### config.mk
export PLATFORM = sky130hd
export DESIGN_NAME = usb_in_xact_ctrl
export DESIGN_NICKNAME = d
export VERILOG_FILES = /design/src/rtl/usb_pkg.sv /design/src/rtl/usb_timeout_ctr.sv /design/src/rtl/usb_in_xact_ctrl.sv
export SDC_FILE = /design/constraint.sdc
export NUM_CORES = 1
export LEC_CHECK = 0
export CORE_MARGIN = 4
export CORE_UTILIZATION = 50
export CTS_CLUSTER_DIAMETER = 40
export DETAILED_ROUTE_END_ITERATION = 6
export MAX_ROUTING_LAYER = met4
export PLACE_DENSITY_LB_ADDON = 0.05
export SYNTH_ARGS = -nofsm -noshare
export SYNTH_HDL_FRONTEND = slang
export SYNTH_SLANG_ARGS = --single-unit
### constraint.sdc
create_clock -name clk -period 3.01 [get_ports clk]
set_clock_uncertainty 0.1 [all_clocks]
set_input_delay 0.602 -clock clk [delete_from_list [all_inputs] [get_ports clk]]
set_output_delay 0.602 -clock clk [all_outputs]
set_load 0.02 [all_outputs]
### src/rtl/usb_pkg.sv
// Shared USB definitions: PID codes, transaction status codes and the
// IN-transaction sequencer state encoding.
package usb_pkg;

    localparam logic [3:0] PID_DATA0 = 4'b0011;
    localparam logic [3:0] PID_DATA1 = 4'b1011;
    localparam logic [3:0] PID_ACK   = 4'b0010;
    localparam logic [3:0] PID_NAK   = 4'b1010;
    localparam logic [3:0] PID_STALL = 4'b1110;

    typedef enum logic [2:0] {
        ST_OK      = 3'd0,
        ST_DUP     = 3'd1,
        ST_NAK     = 3'd2,
        ST_STALL   = 3'd3,
        ST_TIMEOUT = 3'd4,
        ST_ERR     = 3'd5
    } status_t;

    typedef enum logic [2:0] {
        S_IDLE     = 3'd0,
        S_TOKEN    = 3'd1,
        S_LISTEN   = 3'd2,
        S_CHECK    = 3'd3,
        S_SEND_ACK = 3'd4,
        S_DONE     = 3'd5
    } state_t;

    function automatic logic is_data_pid(input logic [3:0] pid);
        return (pid == PID_DATA0) || (pid == PID_DATA1);
    endfunction

endpackage

### src/rtl/usb_timeout_ctr.sv
// LISTEN-window timer: synchronous clear, count enable, saturates instead of
// wrapping; tc flags the last cycle of a TIMEOUT_CYC-long window.
module usb_timeout_ctr #(
    parameter int TIMEOUT_CYC = 255
) (
    input  logic clk,
    input  logic rst_b,
    input  logic clr,
    input  logic en,
    output logic tc
);
    localparam int W = $clog2(TIMEOUT_CYC + 1);

    logic [W-1:0] count;

    always_ff @(posedge clk) begin
        if (!rst_b) begin
            count <= '0;
        end else if (clr) begin
            count <= '0;
        end else if (en && (count != W'(TIMEOUT_CYC))) begin
            count <= count + 1'b1;
        end
    end

    assign tc = (count == W'(TIMEOUT_CYC - 1));

endmodule

### src/rtl/usb_in_xact_ctrl.sv
// Host IN-transaction sequencer: token, listen window, packet judgement,
// ACK and retry. Define USB_IN_TOGGLE_CHK_EN to enable DATA0/DATA1 duplicate detection.
module usb_in_xact_ctrl
    import usb_pkg::*;
#(
    parameter int TIMEOUT_CYC = 255,
    parameter int MAX_RETRY   = 3
) (
    input  logic       clk,
    input  logic       rst_b,
    input  logic       start,
    input  logic       toggle_clr,
    output logic       tok_req,
    input  logic       tok_done,
    output logic       dec_en,
    input  logic       dec_pkt_avail,
    input  logic       dec_valid,
    input  logic       dec_crc_ok,
    input  logic [3:0] dec_pid,
    output logic       hs_req,
    output logic [3:0] hs_pid,
    input  logic       hs_done,
    output logic       busy,
    output logic       done,
    output logic [2:0] status,
    output logic       exp_toggle,
    output state_t     state_dbg
);
    localparam int RW = (MAX_RETRY > 0) ? $clog2(MAX_RETRY + 1) : 1;
    localparam logic [RW-1:0] RETRY_LIMIT = RW'(MAX_RETRY);

    state_t        state, state_nxt;
    status_t       status_q;
    logic [RW-1:0] retry_cnt;
    logic [3:0]    pid_q;
    logic          valid_q;
    logic          crc_q;
    logic          exp_toggle_q;

    logic timer_tc;
    logic chk_fail;
    logic chk_nak;
    logic chk_stall;
    logic toggle_ok;
    logic listen_timeout;
    logic attempt_fail;
    logic can_retry;

    usb_timeout_ctr #(
        .TIMEOUT_CYC(TIMEOUT_CYC)
    ) u_timer (
        .clk  (clk),
        .rst_b(rst_b),
        .clr  (state == S_TOKEN),
        .en   (state == S_LISTEN),
        .tc   (timer_tc)
    );

    // Packet judgement on the registered decoder fields; a bad PID check or
    // a corrupt data payload outranks every PID decision.
    assign chk_fail  = !valid_q
                    || (is_data_pid(pid_q) && !crc_q)
                    || !(is_data_pid(pid_q) || (pid_q == PID_NAK) || (pid_q == PID_STALL));
    assign chk_nak   = (pid_q == PID_NAK);
    assign chk_stall = (pid_q == PID_STALL);

`ifdef USB_IN_TOGGLE_CHK_EN
    assign toggle_ok = ((pid_q == PID_DATA1) == exp_toggle_q);
`else
    assign toggle_ok = 1'b1;
`endif

    // A packet arriving on the final window cycle beats the timeout.
    assign listen_timeout = (state == S_LISTEN) && !dec_pkt_avail && timer_tc;
    assign attempt_fail   = listen_timeout || ((state == S_CHECK) && chk_fail);
    assign can_retry      = (retry_cnt < RETRY_LIMIT);

    always_ff @(posedge clk) begin
        if (!rst_b) begin
            state <= S_IDLE;
        end else begin
            state <= state_nxt;
        end
    end

    always_comb begin
        state_nxt = state;
        case (state)
            S_IDLE: begin
                if (start) state_nxt = S_TOKEN;
            end
            S_TOKEN: begin
                if (tok_done) state_nxt = S_LISTEN;
            end
            S_LISTEN: begin
                if (dec_pkt_avail)       state_nxt = S_CHECK;
                else if (listen_timeout) state_nxt = can_retry ? S_TOKEN : S_DONE;
            end
            S_CHECK: begin
                if (chk_fail)                  state_nxt = can_retry ? S_TOKEN : S_DONE;
                else if (chk_nak || chk_stall) state_nxt = S_DONE;
                else                           state_nxt = S_SEND_ACK;
            end
            S_SEND_ACK: begin
                if (hs_done) state_nxt = S_DONE;
            end
            S_DONE: begin
                state_nxt = S_IDLE;
            end
            default: begin
                state_nxt = S_IDLE;
            end
        endcase
    end

    always_comb begin
        tok_req   = (state == S_TOKEN);
        dec_en    = (state == S_LISTEN);
        hs_req    = (state == S_SEND_ACK);
        busy      = (state != S_IDLE);
        done      = (state == S_DONE);
        hs_pid    = PID_ACK;
        status    = status_q;
        exp_toggle = exp_toggle_q;
        state_dbg = state;
    end

    always_ff @(posedge clk) begin
        if (!rst_b) begin
            status_q     <= ST_OK;
            retry_cnt    <= '0;
            exp_toggle_q <= 1'b0;
            pid_q        <= 4'h0;
            valid_q      <= 1'b0;
            crc_q        <= 1'b0;
        end else begin
            if (state == S_IDLE) begin
                if (toggle_clr) exp_toggle_q <= 1'b0;
                if (start) begin
                    retry_cnt <= '0;
                    status_q  <= ST_OK;
                end
            end

            if ((state == S_LISTEN) && dec_pkt_avail) begin
                pid_q   <= dec_pid;
                valid_q <= dec_valid;
                crc_q   <= dec_crc_ok;
            end

            if (attempt_fail) begin
                if (can_retry) retry_cnt <= retry_cnt + 1'b1;
                else           status_q  <= listen_timeout ? ST_TIMEOUT : ST_ERR;
            end

            if ((state == S_CHECK) && !chk_fail) begin
                if (chk_nak) begin
                    status_q <= ST_NAK;
                end else if (chk_stall) begin
                    status_q <= ST_STALL;
                end else if (toggle_ok) begin
                    status_q     <= ST_OK;
                    exp_toggle_q <= !exp_toggle_q;
                end else begin
                    status_q <= ST_DUP;
                end
            end
        end
    end

endmodule
==> flow_summary.json, run 1 <==
{
  "async_flop_share_pct": 0,
  "hold_slack_ns": 0.392,
  "grt_antenna_before_repair": 0,
  "rsz0062_at_grt": "no",
  "hold_depth": 2,
  "ant_nets": 0,
  "end_kind": "output pin",
  "combPwrFrac_pct": 27.6,
  "swShare_pct": 32.9,
  "vias_per_cell": 5.66,
  "num_io_pins": 29,
  "critPathKind": "reg -> out",
  "totalWireLength_mm": 2.78,
  "p_int_mw": 0.457,
  "busiest_layer": "met2",
  "grt_use_met3_pct": 4.79,
  "nNetsFinal": 190,
  "num_vias": 1148,
  "synth_common_cells": "23 x dfxtp_1, 17 x nor2_1, 12 x inv_1, 9 x mux2i_1, 8 x nand2_1",
  "required_ns": 2.31,
  "fin_crit_ns": 2.83,
  "post-place-ws_ns": 0.562,
  "yosysUniqueCellTypes": 47,
  "grt_pass1_wl_mm": 4.67,
  "grt_util_met2_pct": 28.2,
  "cts.clk_slew.worst_paths_ns": 0.14,
  "clock-sinks": 23,
  "start_util_pct": 52.8,
  "die-area_sq_um": 3530,
  "ys_ff_latch": 23,
  "cts_tree": "built",
  "grt_overflow": 0,
  "clock_latency_ns": 0.32,
  "rows": 18,
  "syn_to_final_growth_pct": 17.6,
  "die_x_microns": 59.4,
  "synth_edf_count": 0,
  "p_leak_nw": 0.530,
  "yosysMostFrequentCell": "dfxtp_1",
  "final_area_sq_um": 1550,
  "numPortBuffers": 24,
  "crit_chain": "or3b_2 > inv_1 > clkdlybuf4s50_1",
  "syn_inst": 155,
  "critPathArrivalTime_ns": 2.12,
  "hold_viol": 0,
  "critPathTopFamily": "buffers and inverters",
  "maxSlewViolCount": 0,
  "period_share_pct": 93.9,
  "maxCapViolations": 0,
  "grt_pass1_vias": 1048,
  "setup_viol_count_final": 0,
  "gr-usage-all-layers_pct": 17.8,
  "seq_power_share_pct": 51.2,
  "yosys.area.top_type": "dfxtp_1",
  "drt_first_pass_iters": 4,
  "reg2regPathDepth": 5,
  "cpMaxStageDelayCell": "clkdlybuf4s50_1",
  "worst-r2r-setup-slack_ns": 0.92,
  "tightest_slew_ns": 0.583,
  "gr-usage-met1_pct": 22.4,
  "die_h_microns": 59.4,
  "setup_tns_ns": 0,
  "numCtsBuffers": 3,
  "clkPwrFrac_pct": 21.2,
  "drc": 0,
  "worst-path-stages": 3,
  "cts.path.max_buffers": 2,
  "avgSynthCellArea_sq_um": 8.52,
  "diodes": 0,
  "path_buf_inv": 2,
  "post_dp_cell_area_sq_um": 1530,
  "dpl.hpwl_mm": 2.16,
  "grt_max_degree": 16,
  "synth_top_area_share_pct": 34.9,
  "cts-root-buf": "clkbuf_4",
  "hold_path_class": "reg -> reg",
  "cp-start-kind": "flip-flop",
  "power_density_nw_per_um2": 438,
  "ctsResizeCount": 0,
  "cts_setup_buffers": 0,
  "fmax_mhz": 354,
  "status": "complete, no violations",
  "syn_area_sq_um": 1320,
  "hold_buffers": 0,
  "cp_max_fo": 14,
  "max_slew_margin_pct": 60.9,
  "ys.flop_type": "dfxtp_1",
  "yosysWarnings": 0,
  "drive_gt1_share_pct": 5.20,
  "coreArea_sq_um": 2500,
  "switchingPower_mw": 0.224,
  "wire_per_inst_microns": 13.7,
  "ys_top_cells_by_area": "dfxtp_1 35%, mux2i_1 6.8%, nor2_1 4.8%",
  "htreeDepth": 1,
  "seq_area_frac_synth_pct": 34.9,
  "gp_congestion": 0.872,
  "fin_ws_ns": 0.184,
  "slowest_delay_ns": 0.60,
  "vdd_ir_drop_max_uv": 370,
  "dr.first_iter.drc_count": 62
}
[metal layers]
layer	vias up	part of all wire (%)
met5	-	0
met4	0	1.0
met3	6	5.5
met2	37	49
met1	524	44
li1	581	-
[path summary, 6_finish.rpt]
check | to | from
worst min-delay path | status[2] | status[2]
worst max register to register | pid_q[2] | state_dbg[1]
worst min register to register | status[2] | status[2]
worst max-delay path | dec_en | state_dbg[1]
[kinds of logic (layout without fill, tap and decap cells)]
kind of cell | count (synthesis) | after routing | synth area share (%)
simple gates | 56 | 56 | 23.9
compound gates | 34 | 34 | 18.9
other cells | 2 | 4 | 0.569
xor+xnor | 4 | 4 | 2.65
fa+ha+maj | 3 | 3 | 2.84
buf+inv | 24 | 40 | 9.48
flops | 23 | 23 | 34.9
mux | 9 | 9 | 6.82
[layout make-up]
type / instances / area, sq um
Multi-Input combinational cell: 110 / 742
Clock inverter: 1 / 5.00
Sequential cell: 23 / 460
Timing Repair Buffer: 24 / 240
Tap cell: 30 / 37.5
Fill cell: 224 / 947
Clock buffer: 3 / 22.5
Inverter: 12 / 45.0
[flip-flops by register name (all words and copies together), names as in the netlist]
signal,flops
u_timer.count,8
exp_toggle,1
valid_q,1
pid_q,4
state_dbg,3
status,3
retry_cnt,2
crc_q,1
[cell usage in the layout (no fill, tap or decap), types with 3 or more instances in the layout]
| cell type | netlist | layout |
|---|---|---|
| a211oi_1 | 6 | 6 |
| dfxtp_1 | 23 | 23 |
| nand2b_1 | 4 | 4 |
| o21ai_0 | 5 | 5 |
| clkbuf_4 | 0 | 3 |
| nand3_1 | 3 | 3 |
| or3_1 | 3 | 3 |
| ha_1 | 3 | 3 |
| and2_1 | 3 | 3 |
| nor2_1 | 17 | 17 |
| conb_1 | 2 | 4 |
| inv_1 | 12 | 12 |
| a21oi_1 | 6 | 6 |
| clkdlybuf4s50_1 | 0 | 24 |
| nand2_1 | 8 | 8 |
| nand3b_1 | 4 | 4 |
| mux2i_1 | 9 | 9 |
[through the flow]
step	std cells	utilization (%)	total power [mW]
after floorplan	157	-	0.479
after global placement	199	61.0	0.537
after detailed placement	199	61.0	0.543
after CTS	203	62.1	0.689
after global routing	203	62.1	0.724
final	203	62.1	0.681
[power by group through the flow]
stage               Sequential (mW)  Clock (mW)  Combinational (mW)
global route                  0.353       0.163               0.208
floorplan                     0.346           0               0.132
detailed placement            0.355           0               0.188
finish                        0.348       0.144               0.188
CTS                           0.348       0.152               0.190
global placement              0.352           0               0.186
[worst reg2reg max path, cell delays in order, from the launching register on]
cell     delay (ns)
dfxtp_1        0.58
or3b_2         0.53
inv_1          0.09
and2_1         0.36
mux2i_1        0.24
nor2_1         0.06
Power figures use the tool's default switching activity.
==> run 2, diff against run 1 <==
CAP_MARGIN = 10   (was default)
==> results of run 2 <==
The final DEF is identical to that of run 1; final timing and power are the same.
==> run 3, diff against run 2 <==
CAP_MARGIN = default   (was 10)
CORE_UTILIZATION = 53   (was 50)
SETUP_SLACK_MARGIN = 0.3   (was default)
==> flow_summary.json, run 3 (synthesized netlist as in run 1, its figures left out) <==
{
  "num_io_pins": 29,
  "numCtsBuffers": 3,
  "grt_pass1_wl_mm": 4.69,
  "setup_viol_count_final": 0,
  "critPathArrivalTime_ns": 1.79,
  "diodes": 0,
  "mostFrequentLayoutCell": "clkdlybuf4s50_1",
  "cts.clk_slew.worst_paths_ns": 0.13,
  "fin_ws_ns": 0.519,
  "layout_common_cells": "23 x clkdlybuf4s50_1, 20 x dfxtp_1, 17 x nor2_1, 12 x inv_1, 9 x mux2i_1",
  "critPathTopFamily": "buffers and inverters",
  "drt_first_pass_iters": 4,
  "status": "complete, no violations",
  "die_x_microns": 57.9,
  "wire_per_inst_microns": 13.9,
  "cpMaxStageDelayCell": "clkdlybuf4s50_1",
  "seq_area_sq_um": 467,
  "required_ns": 2.31,
  "utilization_pct": 67.8,
  "final_area_sq_um": 1560,
  "gr-usage-all-layers_pct": 18.1,
  "crit_chain": "nor3b_1 > clkdlybuf4s50_1",
  "post-place-ws_ns": 0.562,
  "largest_reg_flops": 8,
  "cp_max_fo": 15,
  "die_h_microns": 57.9,
  "grt_pass1_vias": 1012,
  "p_leak_nw": 0.547,
  "cts_setup_buffers": 0,
  "gp_congestion": 0.860,
  "fmax_mhz": 401,
  "start_util_pct": 57.5,
  "critPathKind": "reg -> out",
  "cts-root-buf": "clkbuf_4",
  "dr.first_iter.drc_count": 41,
  "hold_viol": 0,
  "cp-start-kind": "flip-flop",
  "dp.cells": 197,
  "instances_no_fill": 201,
  "tightest_slew_ns": 0.973,
  "end_kind": "output pin",
  "dpl.hpwl_mm": 2.10,
  "period_share_pct": 82.8,
  "power_density_nw_per_um2": 438,
  "cts_tree": "built",
  "vias_per_cell": 5.85,
  "drc": 0,
  "clock-sinks": 23,
  "grt_antenna_before_repair": 0,
  "clock_latency_ns": 0.31,
  "rows": 17,
  "grt_max_degree": 16,
  "maxCapViolations": 0,
  "hold_path_class": "reg -> reg",
  "die-area_sq_um": 3350,
  "totalWireLength_mm": 2.79,
  "numPortBuffers": 24,
  "maxSlewViolCount": 0,
  "rsz0062_at_grt": "no",
  "nFillCells": 208,
  "coreArea_sq_um": 2300,
  "vdd_ir_drop_max_uv": 289,
  "nNetsFinal": 190,
  "finalPower_mw": 0.683,
  "drive_gt1_share_pct": 6.36,
  "multi_input_area_sq_um": 742,
  "ant_nets": 0,
  "fin_crit_ns": 2.49,
  "reg_top3": "u_timer.count: 8 flops, pid_q: 4 flops",
  "num_vias": 1176,
  "max_slew_margin_pct": 33.5,
  "path_buf_inv": 1,
  "setup_tns_ns": 0,
  "hold_buffers": 0,
  "post_dp_cell_area_sq_um": 1520,
  "htreeDepth": 1,
  "syn_to_final_growth_pct": 18.0,
  "grt_overflow": 0,
  "hold_slack_ns": 0.381,
  "slowest_delay_ns": 0.67,
  "cts.path.max_buffers": 2,
  "largest_register": "u_timer.count"
}
## run 3: cell types whose count changed in the layout (fill, tap and decap cells not counted), sizes merged
cell / change
clkbuf: +1
clkdlybuf4s50: -1
clkinv: -1
dlymetal6s2s: +1
## run 3: worst register-to-register path, stage by stage, from the launching register on
cell and delay [ns]:
dfxtp_1 0.34, nand3b_1 0.25, a2111oi_0 0.92, mux2i_1 0.15, and2_1 0.19
## run 3: report_power, final
| group | internal [mW] | switching [mW] | leakage, nW |
|---|---|---|---|
| Combinational | 0.0878 | 0.0986 | 0.344 |
| Sequential | 0.321 | 0.0291 | 0.187 |
| Clock | 0.0518 | 0.0940 | 0.0150 |
| Total | 0.461 | 0.222 | 0.547 |
## run 3: final cells by class
cell class / instances / share of cell area [%]
multi-input cells: 110 / 47.6
inverters: 12 / 2.89
well taps: 28 / 2.25
flip-flops and latches: 23 / 30.0
clock buffers: 4 / 1.69
repair buffers: 24 / 15.6
## run 3: repair_timing
action / in CTS / in global routing
hold endpoints to repair: 0 / 0
setup endpoints to repair: 1 / 2
resized for setup: 2 / 3
pin swaps: 0 / 0
## run 3: layer usage
layer	up-vias	track usage, %	share of wire (%)
li1	585	-	-
met1	545	25.4	47
met2	41	26.1	43
met3	5	2.90	7.7
met4	0	5.96	1.5
met5	-	-	0
## run 3: final timing paths
kind	from	to	slack, ns	cells past startpoint
setup reg to reg	pid_q[2]	exp_toggle	0.96	4
hold / removal	status[2]	status[2]	0.38	2
setup / recovery	state_dbg[0]	tok_req	0.52	2
hold reg to reg	status[2]	status[2]	0.38	2
